**src/rtl/dram_cmd_scheduler_if.sv**
```systemverilog
// Request, command and status bundle around the DDR3 command scheduler.
// master: scheduler side; slave: request sources plus the command state machine.
interface dram_cmd_scheduler_if;
    logic       wr_req;
    logic       rd_req;
    logic       sm_idle;
    logic       wr_ack;
    logic       rd_ack;
    logic       REF;
    logic       WRITE;
    logic       READ;
    logic [3:0] ref_pending;
    logic [1:0] sched_state;
    logic       timeout_err;
    logic       ref_overflow;

    modport master (
        input  wr_req, rd_req, sm_idle,
        output wr_ack, rd_ack, REF, WRITE, READ, ref_pending, sched_state, timeout_err,
               ref_overflow
    );

    modport slave (
        output wr_req, rd_req, sm_idle,
        input  wr_ack, rd_ack, REF, WRITE, READ, ref_pending, sched_state, timeout_err,
               ref_overflow
    );
endinterface

```
**src/rtl/dram_cmd_scheduler.sv**
```systemverilog
// Refresh timer, postponed-refresh bookkeeping and wr/rd arbitration feeding the DDR3 command FSM.
// Define REF_POSTPONE_EN to let user traffic run ahead of refresh until MAX_POSTPONE are owed.
module dram_cmd_scheduler #(
    parameter int unsigned REFI_CYCLES  = 1560,
    parameter int unsigned MAX_POSTPONE = 8,
    parameter int unsigned CMD_TIMEOUT  = 255
) (
    input logic                  CLK,
    input logic                  Reset_input,
    dram_cmd_scheduler_if.master bus
);
    localparam int unsigned RefiW = (REFI_CYCLES > 1) ? $clog2(REFI_CYCLES) : 1;
    localparam int unsigned TmoW  = (CMD_TIMEOUT > 1) ? $clog2(CMD_TIMEOUT) : 1;

    localparam logic [1:0] StIdle      = 2'd0;
    localparam logic [1:0] StIssue     = 2'd1;
    localparam logic [1:0] StWaitStart = 2'd2;
    localparam logic [1:0] StWaitDone  = 2'd3;

    localparam logic [1:0] CmdRef = 2'd0;
    localparam logic [1:0] CmdWr  = 2'd1;
    localparam logic [1:0] CmdRd  = 2'd2;

    localparam logic [3:0]       MaxPend  = 4'(MAX_POSTPONE);
    localparam logic [RefiW-1:0] RefiLast = RefiW'(REFI_CYCLES - 1);
    localparam logic [TmoW-1:0]  TmoLast  = TmoW'(CMD_TIMEOUT - 1);

    logic [1:0]       state_q, state_d;
    logic [1:0]       cmd_q, cmd_d;
    logic             rr_q, rr_d;  // 0: write is preferred on the next contended grant
    logic [RefiW-1:0] refi_q, refi_d;
    logic [3:0]       pend_q, pend_d;
    logic [TmoW-1:0]  tmo_q, tmo_d;
    logic             tmo_err_q, tmo_err_d;
    logic             ovf_q, ovf_d;
    logic             tick, ref_done, force_ref, user_req;

    assign tick     = (refi_q == RefiLast);
    assign refi_d   = tick ? '0 : refi_q + 1'b1;
    assign ref_done = (state_q == StWaitDone) && bus.sm_idle && (cmd_q == CmdRef);
    assign user_req = bus.wr_req | bus.rd_req;

`ifdef REF_POSTPONE_EN
    assign force_ref = (pend_q >= MaxPend);
`else
    assign force_ref = (pend_q != 4'd0);
`endif

    always_comb begin
        pend_d = pend_q;
        ovf_d  = ovf_q;
        if (tick && !ref_done) begin
            if (pend_q < MaxPend) pend_d = pend_q + 4'd1;
        end else if (ref_done && !tick) begin
            pend_d = pend_q - 4'd1;
        end
`ifdef REF_POSTPONE_EN
        if (tick && (pend_q == MaxPend)) ovf_d = 1'b1;
`else
        if (tick && (pend_d > 4'd1)) ovf_d = 1'b1;
`endif
    end

    always_comb begin
        state_d   = state_q;
        cmd_d     = cmd_q;
        rr_d      = rr_q;
        tmo_d     = tmo_q;
        tmo_err_d = tmo_err_q;
        unique case (state_q)
            StIdle: begin
                if (bus.sm_idle) begin
                    if (force_ref) begin
                        cmd_d   = CmdRef;
                        state_d = StIssue;
                    end else if (user_req) begin
                        // A lone requester wins; contention is settled by the pointer.
                        cmd_d   = (bus.wr_req && (!bus.rd_req || !rr_q)) ? CmdWr : CmdRd;
                        rr_d    = ~rr_q;
                        state_d = StIssue;
                    end else if (pend_q != 4'd0) begin
                        cmd_d   = CmdRef;
                        state_d = StIssue;
                    end
                end
            end
            StIssue: begin
                tmo_d   = '0;
                state_d = StWaitStart;
            end
            StWaitStart: begin
                if (!bus.sm_idle) begin
                    state_d = StWaitDone;
                end else if (tmo_q == TmoLast) begin
                    tmo_err_d = 1'b1;
                    state_d   = StIdle;
                end else begin
                    tmo_d = tmo_q + 1'b1;
                end
            end
            StWaitDone: begin
                if (bus.sm_idle) state_d = StIdle;
            end
            default: state_d = StIdle;
        endcase
    end

    always_ff @(posedge CLK or posedge Reset_input) begin
        if (Reset_input) begin
            state_q   <= StIdle;
            cmd_q     <= CmdRef;
            rr_q      <= 1'b0;
            refi_q    <= '0;
            pend_q    <= 4'd0;
            tmo_q     <= '0;
            tmo_err_q <= 1'b0;
            ovf_q     <= 1'b0;
        end else begin
            state_q   <= state_d;
            cmd_q     <= cmd_d;
            rr_q      <= rr_d;
            refi_q    <= refi_d;
            pend_q    <= pend_d;
            tmo_q     <= tmo_d;
            tmo_err_q <= tmo_err_d;
            ovf_q     <= ovf_d;
        end
    end

    assign bus.REF          = (state_q == StIssue) && (cmd_q == CmdRef);
    assign bus.WRITE        = (state_q == StIssue) && (cmd_q == CmdWr);
    assign bus.READ         = (state_q == StIssue) && (cmd_q == CmdRd);
    assign bus.wr_ack       = (state_q == StWaitDone) && bus.sm_idle && (cmd_q == CmdWr);
    assign bus.rd_ack       = (state_q == StWaitDone) && bus.sm_idle && (cmd_q == CmdRd);
    assign bus.ref_pending  = pend_q;
    assign bus.sched_state  = state_q;
    assign bus.timeout_err  = tmo_err_q;
    assign bus.ref_overflow = ovf_q;
endmodule

```
**src/flat_wrapper.sv**
```systemverilog
// flat-port wrapper written by rule: the top's interface ports become plain ports
module dram_cmd_scheduler_flat 
#(
    parameter int unsigned REFI_CYCLES  = 1560,
    parameter int unsigned MAX_POSTPONE = 8,
    parameter int unsigned CMD_TIMEOUT  = 255
)
  (CLK, Reset_input, bus_wr_req, bus_rd_req, bus_sm_idle, bus_wr_ack, bus_rd_ack, bus_REF, bus_WRITE, bus_READ, bus_ref_pending, bus_sched_state, bus_timeout_err, bus_ref_overflow);
  dram_cmd_scheduler_if bus_i ();
  input logic CLK;
  input logic Reset_input;
  input wire logic [$bits(bus_i.wr_req)-1:0] bus_wr_req;
  input wire logic [$bits(bus_i.rd_req)-1:0] bus_rd_req;
  input wire logic [$bits(bus_i.sm_idle)-1:0] bus_sm_idle;
  output wire logic [$bits(bus_i.wr_ack)-1:0] bus_wr_ack;
  output wire logic [$bits(bus_i.rd_ack)-1:0] bus_rd_ack;
  output wire logic [$bits(bus_i.REF)-1:0] bus_REF;
  output wire logic [$bits(bus_i.WRITE)-1:0] bus_WRITE;
  output wire logic [$bits(bus_i.READ)-1:0] bus_READ;
  output wire logic [$bits(bus_i.ref_pending)-1:0] bus_ref_pending;
  output wire logic [$bits(bus_i.sched_state)-1:0] bus_sched_state;
  output wire logic [$bits(bus_i.timeout_err)-1:0] bus_timeout_err;
  output wire logic [$bits(bus_i.ref_overflow)-1:0] bus_ref_overflow;
  assign bus_i.wr_req = bus_wr_req;
  assign bus_i.rd_req = bus_rd_req;
  assign bus_i.sm_idle = bus_sm_idle;
  assign bus_wr_ack = bus_i.wr_ack;
  assign bus_rd_ack = bus_i.rd_ack;
  assign bus_REF = bus_i.REF;
  assign bus_WRITE = bus_i.WRITE;
  assign bus_READ = bus_i.READ;
  assign bus_ref_pending = bus_i.ref_pending;
  assign bus_sched_state = bus_i.sched_state;
  assign bus_timeout_err = bus_i.timeout_err;
  assign bus_ref_overflow = bus_i.ref_overflow;
  dram_cmd_scheduler #(.REFI_CYCLES(REFI_CYCLES), .MAX_POSTPONE(MAX_POSTPONE), .CMD_TIMEOUT(CMD_TIMEOUT)) u_core (.CLK(CLK), .Reset_input(Reset_input), .bus(bus_i));
endmodule
```
**config.mk**
```make
export PLATFORM = sky130hd
export DESIGN_NAME = dram_cmd_scheduler_flat
export DESIGN_NICKNAME = d
export VERILOG_FILES = /design/src/rtl/dram_cmd_scheduler_if.sv /design/src/rtl/dram_cmd_scheduler.sv /design/src/flat_wrapper.sv
export SDC_FILE = /design/constraint.sdc
export NUM_CORES = 1
export LEC_CHECK = 0
export ABC_AREA = 1
export BUFFER_PORTS_ARGS = -buffer_cell sky130_fd_sc_hd__buf_2
export CORE_MARGIN = 3
export CORE_UTILIZATION = 50
export CTS_CLUSTER_DIAMETER = 60
export DETAILED_ROUTE_END_ITERATION = 6
export GPL_TIMING_DRIVEN = 0
export HOLD_SLACK_MARGIN = 0.05
export PLACE_DENSITY_LB_ADDON = 0.1
export SLEW_MARGIN = 20
export SYNTH_ARGS = -nofsm -noshare
export SYNTH_HDL_FRONTEND = slang
export SYNTH_SLANG_ARGS = --single-unit
```
**constraint.sdc**
```tcl
create_clock -name CLK -period 2.1 [get_ports CLK]
set_clock_uncertainty 0.1 [all_clocks]
set_input_delay 0.21 -clock CLK [delete_from_list [all_inputs] [get_ports CLK]]
set_output_delay 0.21 -clock CLK [all_outputs]
set_load 0.02 [all_outputs]
```
======== Word-level counts from Yosys, hierarchy flattened ========
Index checks and enable logic that the tools add are counted.
Widths: inputs -> output; s select.
storage, ports and cells
  register bits ........................... 30
  logic and storage cells ................. 73
  input bits .............................. 5
  output and inout port bits .............. 13
operators by class
  $add $sub $neg .......................... 4
  bitwise operators ....................... 3
  reductions and logical operators ........ 26
  magnitude comparators ................... 2
  muxes and demuxes ....................... 17
  eq/ne operators ......................... 13
operators with widths
  kind                   number
  $mux 2                 9
  $mux 8                 2
  $pmux 8 s2             1
  $mux 4                 3
  $add 11x1->11 const B  1
  $eq 11x11->1 const B   1
  $logic_and 1x1->1      11
  $mux 11                1
  $reduce_and 3->1       3
  $add 8x1->8 const B    1
  $eq 8x8->1 const B     1
  $ne 2x2->1 const B     4
  $pmux 2 s4             1
  $reduce_and 4->1       2
  $eq 2x2->1 const B     3
  $add 4x1->4 const B    1
  $eq 2x1->1 const B     2
  $gt 4x1->1 const B     1
  $logic_not 1->1        4
  $logic_not 2->1        2
  $lt 4x4->1 const B     1
  $reduce_bool 2->1      2
  $reduce_bool 4->1      1
  $sub 4x1->4 const B    1
  5 further kinds        6

======== Logic depth before layout (Yosys ltp) ========
Gate-level depths: netlist (run 1).
  depth in word-level cells ............... 8
  gate-level depth with buffers ........... 12
  mapped depth without buffers ............ 12

======== Least setup slack after synthesis (run 1) ========
OpenSTA, ideal clock, no wires.
  path type ............................... register -> output
  start point ............................. register u_core.state_q[0], in the netlist u_core.bus.sched_state[0]
  end point ............................... output port bus_READ
  required time ........................... 1.790 ns
  cell stages (with the launch flop) ...... 5
  data arrival time ....................... 1.309 ns
  path buffers ............................ 0
  slack ................................... 0.481 ns
  path through ............................ dfrtp_1 > inv_1 > nor2_1 > inv_1 > nor3_1
between the ends
  longest elaborated chain between the ends .. 2
RTL lines
  element                   line                       text
  start: declaration        dram_cmd_scheduler.sv:28   logic [1:0] state_q, state_d;
  start signal: assignment  dram_cmd_scheduler.sv:110  state_q <= StIdle;
  start signal: assignment  dram_cmd_scheduler.sv:119  state_q <= state_d;
  $eq 2x1->1                dram_cmd_scheduler.sv:132  assign bus.READ = (state_q == StIssue) && (cmd_q == CmdRd);
  $logic_and 1x1->1         dram_cmd_scheduler.sv:132
  end: declaration          flat_wrapper.sv:19         output wire logic [$bits(bus_i.READ)-1:0] bus_READ;
No other way between the ends.

======== Final worst setup path (run 1) ========
  start point ............................. register u_core.state_q[0], in the netlist u_core.bus.sched_state[0]
  end point ............................... output port bus_REF
between the ends
  longest elaborated chain between the ends .. 2
RTL lines
  element            line                       text
  $eq 2x1->1         dram_cmd_scheduler.sv:130  assign bus.REF = (state_q == StIssue) && (cmd_q == CmdRef);
  $logic_and 1x1->1  dram_cmd_scheduler.sv:130
  end: declaration   flat_wrapper.sv:17         output wire logic [$bits(bus_i.REF)-1:0] bus_REF;
No other way between the ends.

==> results.tsv, run 1 <==
metric	value	unit
sequential share of the synthesized area	0.426	
Fmax	565	MHz
min Tclk post-route	1770	ps
top_reg_cell synth	dfrtp_1	
post-cts resize count	0	
DP Area	0.00190	mm²
worst ir drop on vdd	0.631	mV
GP Congestion	0.863	
largest cells by area after synthesis	dfrtp_1 (43%), nand2_1 (12%), inv_1 (8.3%)	
vias per cell	4.91	
Post-Syn Instances	233	
Post-Synth XOR/XNOR Area	0.0299	
main combinational cell family by area after synthesis	simple AND/OR/NAND/NOR gates	
crit path kind	register to output pin	
r2r endpoint	u_core.bus.ref_overflow$_DFFE_PP0P_	
drt total wl	3.25	mm
CTS tree	yes	
Post-Synth Adder-Cell Area	0.0355	
synth cell count leaders	nand2_1 (55), inv_1 (39), dfrtp_1 (30), nor2_1 (22), nand3_1 (16)	
FF+latch count, synth	30	
arrival time worst endpoint	1460	ps
Synth Warn #	0	
post-synthesis mux area share	0	
WHS Path Cells	3	
final hold vios	0	
R2R setup slack	400	ps
Synth top area share	0.426	
final instance area	0.00197	mm²
layer with the highest usage	met2	
Iteration-0 DRC Markers	57	
CP Launch Type	register	
Rows	20	
Critical Path Max Stage Delay	450	ps
crit-path leading delay family	flip-flops	
buffers and inverters on the worst path	3	
Post CTS Setup Buffer Count	0	
largest net degree at the start of global routing	31	
root cell of the clock tree	clkbuf_4	
Placeable Area	0.00320	mm²
IO Pins	18	
Congestion Overflow GR	0	
Critical Path Most Common Cell	inv_1	
multi-input logic area	835	µm²
Final period util	0.842	
power density cells	987	mW/mm²
Die ar.	0.00427	mm²
layout cells sized above 1	0.166	
Critical Path Start	u_core.bus.sched_state[0]$_DFFE_PP0P_	
clk_lat worst skew	330	ps
R2R Path Start	u_core.refi_q[0]$_DFF_PP0_	
Nets	268	
cts bufs inserted	5	
setup_tns	0	ps
Critical Path, Cell by Cell	inv_1, nor2_1, inv_1, nor3_1, buf_2	
Worst EP required	1790	ps
status	finished, final reports clean	
RSZ-0062 raised after global routing	no	
Total GRT Usage	0.185	
static leakage	1.05	nW
CP Capture Type	output pin	
MaxCap Viol Count	0	
cts hold-fix bufs	1	
Max Root-Sink Buffers	2	
Crit Path Max Fanout	6	
Fillers	319	
Async SR Flop Fraction	1.00	
min-delay worst type	input pin to register	
Compound-Gate Fraction of Synth Area	0.0697	
initial cell density of the core	0.550	
Area Overhead vs Synth	11.9	%
vias in the first global route	1487	
Final Max Slew Viols	0	
worst slew pin tran	632	ps
hold path startpoint	bus_wr_req	
Worst R2R Path Depth	12	
routed via count	1487	
Buffers on Ports	17	
# diodes	0	
Avg Inst Size Synth	7.56	µm²
Post-Syn Area	0.00176	mm²
antenna-violating nets left	0	
Worst-path clk slew	90	ps
global-route wire length before repair	6.13	mm
met1 usage	0.235	
Max transition margin	0.578	
Mapped Nets	243	
Synth area leader	dfrtp_1	
register area	751	µm²
slowest library cell on the worst path	dfrtp_1	
CTS Sinks	30	
Final setup viols	0	
Die X	65.3	µm
met3 Track Usage GR	0.0564	
Routed WL per cell	10.7	µm
most numerous cell in the Yosys netlist	nand2_1	
initial antenna violation count	0	
DIE HEIGHT	65.3	µm
# DRC	0	
simple-gate share of the synthesized area	0.339	
DR pass1 iterations	4	
Post-DP HPWL	2.46	mm
met2 usage	0.301	
H-tree levels	2	
end point of the worst hold path	u_core.cmd_q[0]$_DFFE_PP0P_	
Post-synth EDFFs	0	
Netlist cell types	33	
==> kinds of logic (layout without fill, tap and decap cells) <==
logic type | Yosys count | in the layout
buffers and inverters | 46 | 72
flip-flops | 30 | 30
AO/OA/AOI/OAI | 22 | 22
AND/OR/NAND/NOR | 124 | 124
XOR/XNOR | 6 | 6
adder cells (fa/ha/maj) | 5 | 5
==> cells in the final DEF (no fill, tap or decap), types with 2 or more instances in the layout <==
| master | Yosys | routed |
|---|---|---|
| a21oi_1 | 7 | 7 |
| buf_2 | 0 | 17 |
| clkbuf_4 | 0 | 5 |
| clkinv_2 | 1 | 2 |
| dfrtp_1 | 30 | 30 |
| ha_1 | 5 | 5 |
| inv_1 | 39 | 38 |
| inv_2 | 5 | 6 |
| nand2_1 | 55 | 55 |
| nand3_1 | 16 | 16 |
| nand3_2 | 2 | 2 |
| nand3b_1 | 2 | 2 |
| nand4_1 | 4 | 4 |
| nor2_1 | 22 | 22 |
| nor3_1 | 12 | 12 |
| nor3b_1 | 2 | 2 |
| o21ai_0 | 8 | 8 |
| o22ai_1 | 2 | 2 |
| xnor2_1 | 2 | 2 |
| xor2_1 | 4 | 4 |
==> metal layers <==
| layer | share of wire | wire (µm) | vias to the layer above |
|---|---|---|---|
| li1 | - | - | 793 |
| met1 | 0.50 | 1640 | 663 |
| met2 | 0.44 | 1410 | 25 |
| met3 | 0.047 | 153 | 6 |
| met4 | 0.014 | 44 | 0 |
| met5 | 0 | 0 | - |
==> worst max-delay path by stage <==
stage / to / slack [ps] / cells after the start
finish: bus_REF / 330 / 5
global route: bus_READ / 150 / 5
CTS: bus_WRITE / 300 / 5
detailed placement: u_core.bus.ref_overflow$_DFFE_PP0P_ / 390 / 12
global placement: u_core.bus.ref_overflow$_DFFE_PP0P_ / 400 / 12
floorplan: bus_READ / 480 / 4
==> per-stage QoR <==
stage | hold slack (ps) | total power, W | util | std cells | setup WS, ps
floorplan | 201 | 0.00140 | - | 233 | 481
global placement | 343 | 0.00159 | 0.593 | 294 | 400
detailed placement | 240 | 0.00160 | 0.593 | 294 | 391
CTS | 68.3 | 0.00197 | 0.615 | 303 | 297
global route | 72.9 | 0.00214 | 0.615 | 303 | 152
finish | 79.0 | 0.00194 | 0.615 | 303 | 331
==> area by class of cell <==
class | count | share of cell area
Clock inverter | 1 | 0.00254
Multi-Input combinational cell | 157 | 0.423
Clock buffer | 7 | 0.0279
Timing Repair Buffer | 18 | 0.0483
Tap cell | 44 | 0.0279
Sequential cell | 30 | 0.381
Inverter | 45 | 0.0863
Buffer | 1 | 0.00254
==> registers in the layout, indices dropped and copies added (netlist names) <==
register                 flops
u_core.bus.ref_pending       4
u_core.bus.sched_state       2
u_core.rr_q                  1
u_core.bus.timeout_err       1
u_core.bus.ref_overflow      1
u_core.tmo_q                 8
u_core.cmd_q                 2
u_core.refi_q               11
==> tightest hold or removal path, delay by kind of cell <==
kind	cells	cell delay (ps)
compound gates	1	80
buf+inv	1	100
simple gates	1	80
==> where the power goes <==
group / internal (W) / switching, W / total [W]
Combinational: 0.000265 / 0.000522 / 0.000786
Sequential: 0.000677 / 0.000119 / 0.000797
Clock: 0.000162 / 0.000199 / 0.000361
Total: 0.00110 / 0.000840 / 0.00194
(Power assumes the default switching activity.)
==> run 2, diff against run 1 <==
Settings changed: ABC_AREA 1 to 0.
Clock period 2.1 ns to 1.69 ns, I/O delays scaled along.
==> results.tsv, run 2 <==
metric	value	unit	change
status	complete, but fails checks		
failing checks	negative setup slack		
vias in the first global route	1273		-14%
GP Congestion	0.787		-8.8%
Final setup viols	4		+4
DR pass1 iterations	4		unchanged
Post-synth EDFFs	0		unchanged
Core Util, Final	0.642		+0.0271
Stages on worst setup path	5		unchanged
Crit Path Max Fanout	8		+2
simple-gate share of the synthesized area	0.270		-0.0689
Nets	216		-19%
min-delay worst type	input pin to register		
Iteration-0 DRC Markers	35		-39%
buffers and inverters on the worst path	0		-3
WHS Path Cells	4		+1
# diodes	0		unchanged
antenna-violating nets left	0		unchanged
slowest library cell on the worst path	dfrtp_2		
static leakage	0.882	nW	-16%
top_reg_cell synth	dfrtp_1		
Max transition margin	0.575		-0.00374
most frequent cells in the layout	nor2_1 (25), dfrtp_1 (25), buf_2 (18)		
crit path kind	register to register		
H-tree levels	2		unchanged
Synth top area share	0.455		+0.0288
Placeable Area	0.00310	mm²	-3.1%
final worst slack	-150	ps	-481 ps
Fillers	289		-9.4%
final hold vios	0		unchanged
internal power	0.00145	W	+32%
drt total wl	3.20	mm	-1.5%
Die ar.	0.00402	mm²	-5.7%
Place WS	-180	ps	-571 ps
Critical Path, Cell by Cell	nor4b_4, nand4_4, nand4_1, o311ai_1, o32a_1		
worst slew pin tran	637	ps	+5.61 ps
Area Overhead vs Synth	20.9	%	
Sw Share	0.419		-0.0128
Worst EP required	1800	ps	about the same
initial antenna violation count	0		unchanged
Fmax	544	MHz	
multi-input logic area	885	µm²	+6.0%
post-synthesis mux area share	0		unchanged
Avg Inst Size Synth	9.76	µm²	+29%
FF+latch count, synth	30		unchanged
Mapped Nets	179		-26%
dpl cells	230		-22%
Total GRT Usage	0.174		-0.0117
Reg with most FFs	u_core.refi_q		
clock share of power	0.179		-0.007
clk_lat worst skew	330	ps	about the same
# DRC	0		unchanged
worst ir drop on vdd	0.765	mV	+21%
Post-Syn Instances	169		-27%
Post-Syn Area	0.00165	mm²	-6.3%
power density cells	1260	mW/mm²	+27%
initial cell density of the core	0.531		-0.0182
Post-Synth XOR/XNOR Area	0.0903		+0.0604
sequential share of the synthesized area	0.455		+0.0288
synth cell count leaders	dfrtp_1 (30), nor2_1 (25), nand2_1 (16), nand3_1 (12), xnor2_1 (11)		
Synth Warn #	0		unchanged
CP Launch Type	register		
CTS Sinks	30		unchanged
Worst R2R Path Depth	5		-7
arrival time worst endpoint	1950	ps	+490 ps
Buffers on Ports	17		unchanged
min Tclk post-route	1840	ps	
root cell of the clock tree	clkbuf_4		
Max Root-Sink Buffers	2		unchanged
DIE HEIGHT	63.4	µm	-2.9%
sequential share of power	0.435		+0.025
Critical Path Max Stage Delay	450	ps	about the same
most numerous cell in the Yosys netlist	dfrtp_1		
CTS tree	yes		
RSZ-0062 raised after global routing	yes		
cts bufs inserted	5		unchanged
Routed WL per cell	12.7	µm	+19%
Synth area leader	dfrtp_1		
IO Pins	18		unchanged
Layout Cells excl Fill	251		-17%
setup_tns	-195	ps	-195 ps
register area	757	µm²	+0.83%
Netlist cell types	39		+18%
Post-DP HPWL	2.23	mm	-9.2%
largest cells by area after synthesis	dfrtp_1 (46%), xnor2_1 (5.8%), nor2_1 (5.7%)		
largest net degree at the start of global routing	31		unchanged
vias per cell	5.31		+8.3%
Final Max Slew Viols	0		unchanged
Post-Synth Adder-Cell Area	0.0379		+0.00240
P_sw	0.00105	W	+25%
Final period util	1.09		
global-route wire length before repair	5.50	mm	-10%
Die X	63.4	µm	-2.9%
routed via count	1334		-10%
main combinational cell family by area after synthesis	simple AND/OR/NAND/NOR gates		
number of flip-flops under the largest register name	11		unchanged
crit-path leading delay family	simple AND/OR/NAND/NOR gates		
MaxCap Viol Count	0		unchanged
Rows	20		unchanged
Worst-path clk slew	100	ps	about the same
Async SR Flop Fraction	1.00		unchanged
Congestion Overflow GR	0		unchanged
combinational group share of total power	0.385		-0.020
CP Capture Type	register		
layout cells sized above 1	0.285		+0.119
Compound-Gate Fraction of Synth Area	0.116		+0.0464
[run 2: area by class of cell]
type,instances,share of cell area
buffer,1,0.00251
clock buffer,7,0.0276
clock inverter,1,0.00251
inverter,9,0.0169
multi-input combinational,128,0.444
sequential,30,0.380
tap,44,0.0276
timing repair buffer,31,0.0992
[run 2: stage by stage]
step | cell area [µm²] | power [W] | hold WS (ps)
floorplan | 1660 | 0.00171 | 160
global placement | 1800 | 0.00193 | 323
detailed placement | 1800 | 0.00196 | 198
CTS | 1930 | 0.00244 | 56.0
global route | 1990 | 0.00270 | 81.9
finish | 1990 | 0.00250 | 61.2
[run 2: logic make-up after synthesis]
group	after synthesis
adder cells (fa/ha/maj)	5
AND/OR/NAND/NOR	79
flip-flops	30
buffers and inverters	11
AO/OA/AOI/OAI	27
XOR/XNOR	17
[run 2: worst paths after layout]
kind | slack (ps) | from | end
min | 60 | bus_rd_req | u_core.cmd_q[0]$_DFFE_PP0P_
max in group asynchronous | 670 | Reset_input | u_core.bus.sched_state[1]$_DFFE_PP0P_
max | -150 | u_core.refi_q[8]$_DFF_PP0_ | u_core.bus.ref_overflow$_DFFE_PP0P_
min reg2reg | 360 | u_core.bus.timeout_err$_DFFE_PP0P_ | u_core.bus.timeout_err$_DFFE_PP0P_
max reg2reg | -150 | u_core.refi_q[8]$_DFF_PP0_ | u_core.bus.ref_overflow$_DFFE_PP0P_
min in group asynchronous | 360 | Reset_input | u_core.tmo_q[2]$_DFFE_PP0P_
[run 2: worst register-to-register path: cells and delay by family (launching register included)]
family	cells	cell delay, ps
AND/OR/NAND/NOR	3	690
AO/OA/AOI/OAI	2	490
flip-flops	1	450
[run 2: per-layer routing]
layer	GRT usage	vias up	routed length, µm
li1	-	662	-
met2	0.288	16	1520
met5	0	-	0
met4	0.0809	0	65
met3	0.0374	8	82
met1	0.215	648	1530
[run 2: timing repair]
item,4_1_cts,5_1_grt
buffers inserted,4,7
endpoints found under the hold margin,32,0
resized for setup,2,7
setup endpoints to repair,6,10
hold buffers,3,0
pin swaps,6,5
[run 2: power groups by stage]
stage                     Combinational, W  Clock, W  Sequential (W)
after detailed placement          0.000845         0         0.00112
final                             0.000964  0.000449         0.00109
after global placement            0.000820         0         0.00111
after CTS                         0.000884  0.000466         0.00109
after floorplan                   0.000556         0         0.00116
after global routing               0.00107  0.000505         0.00112
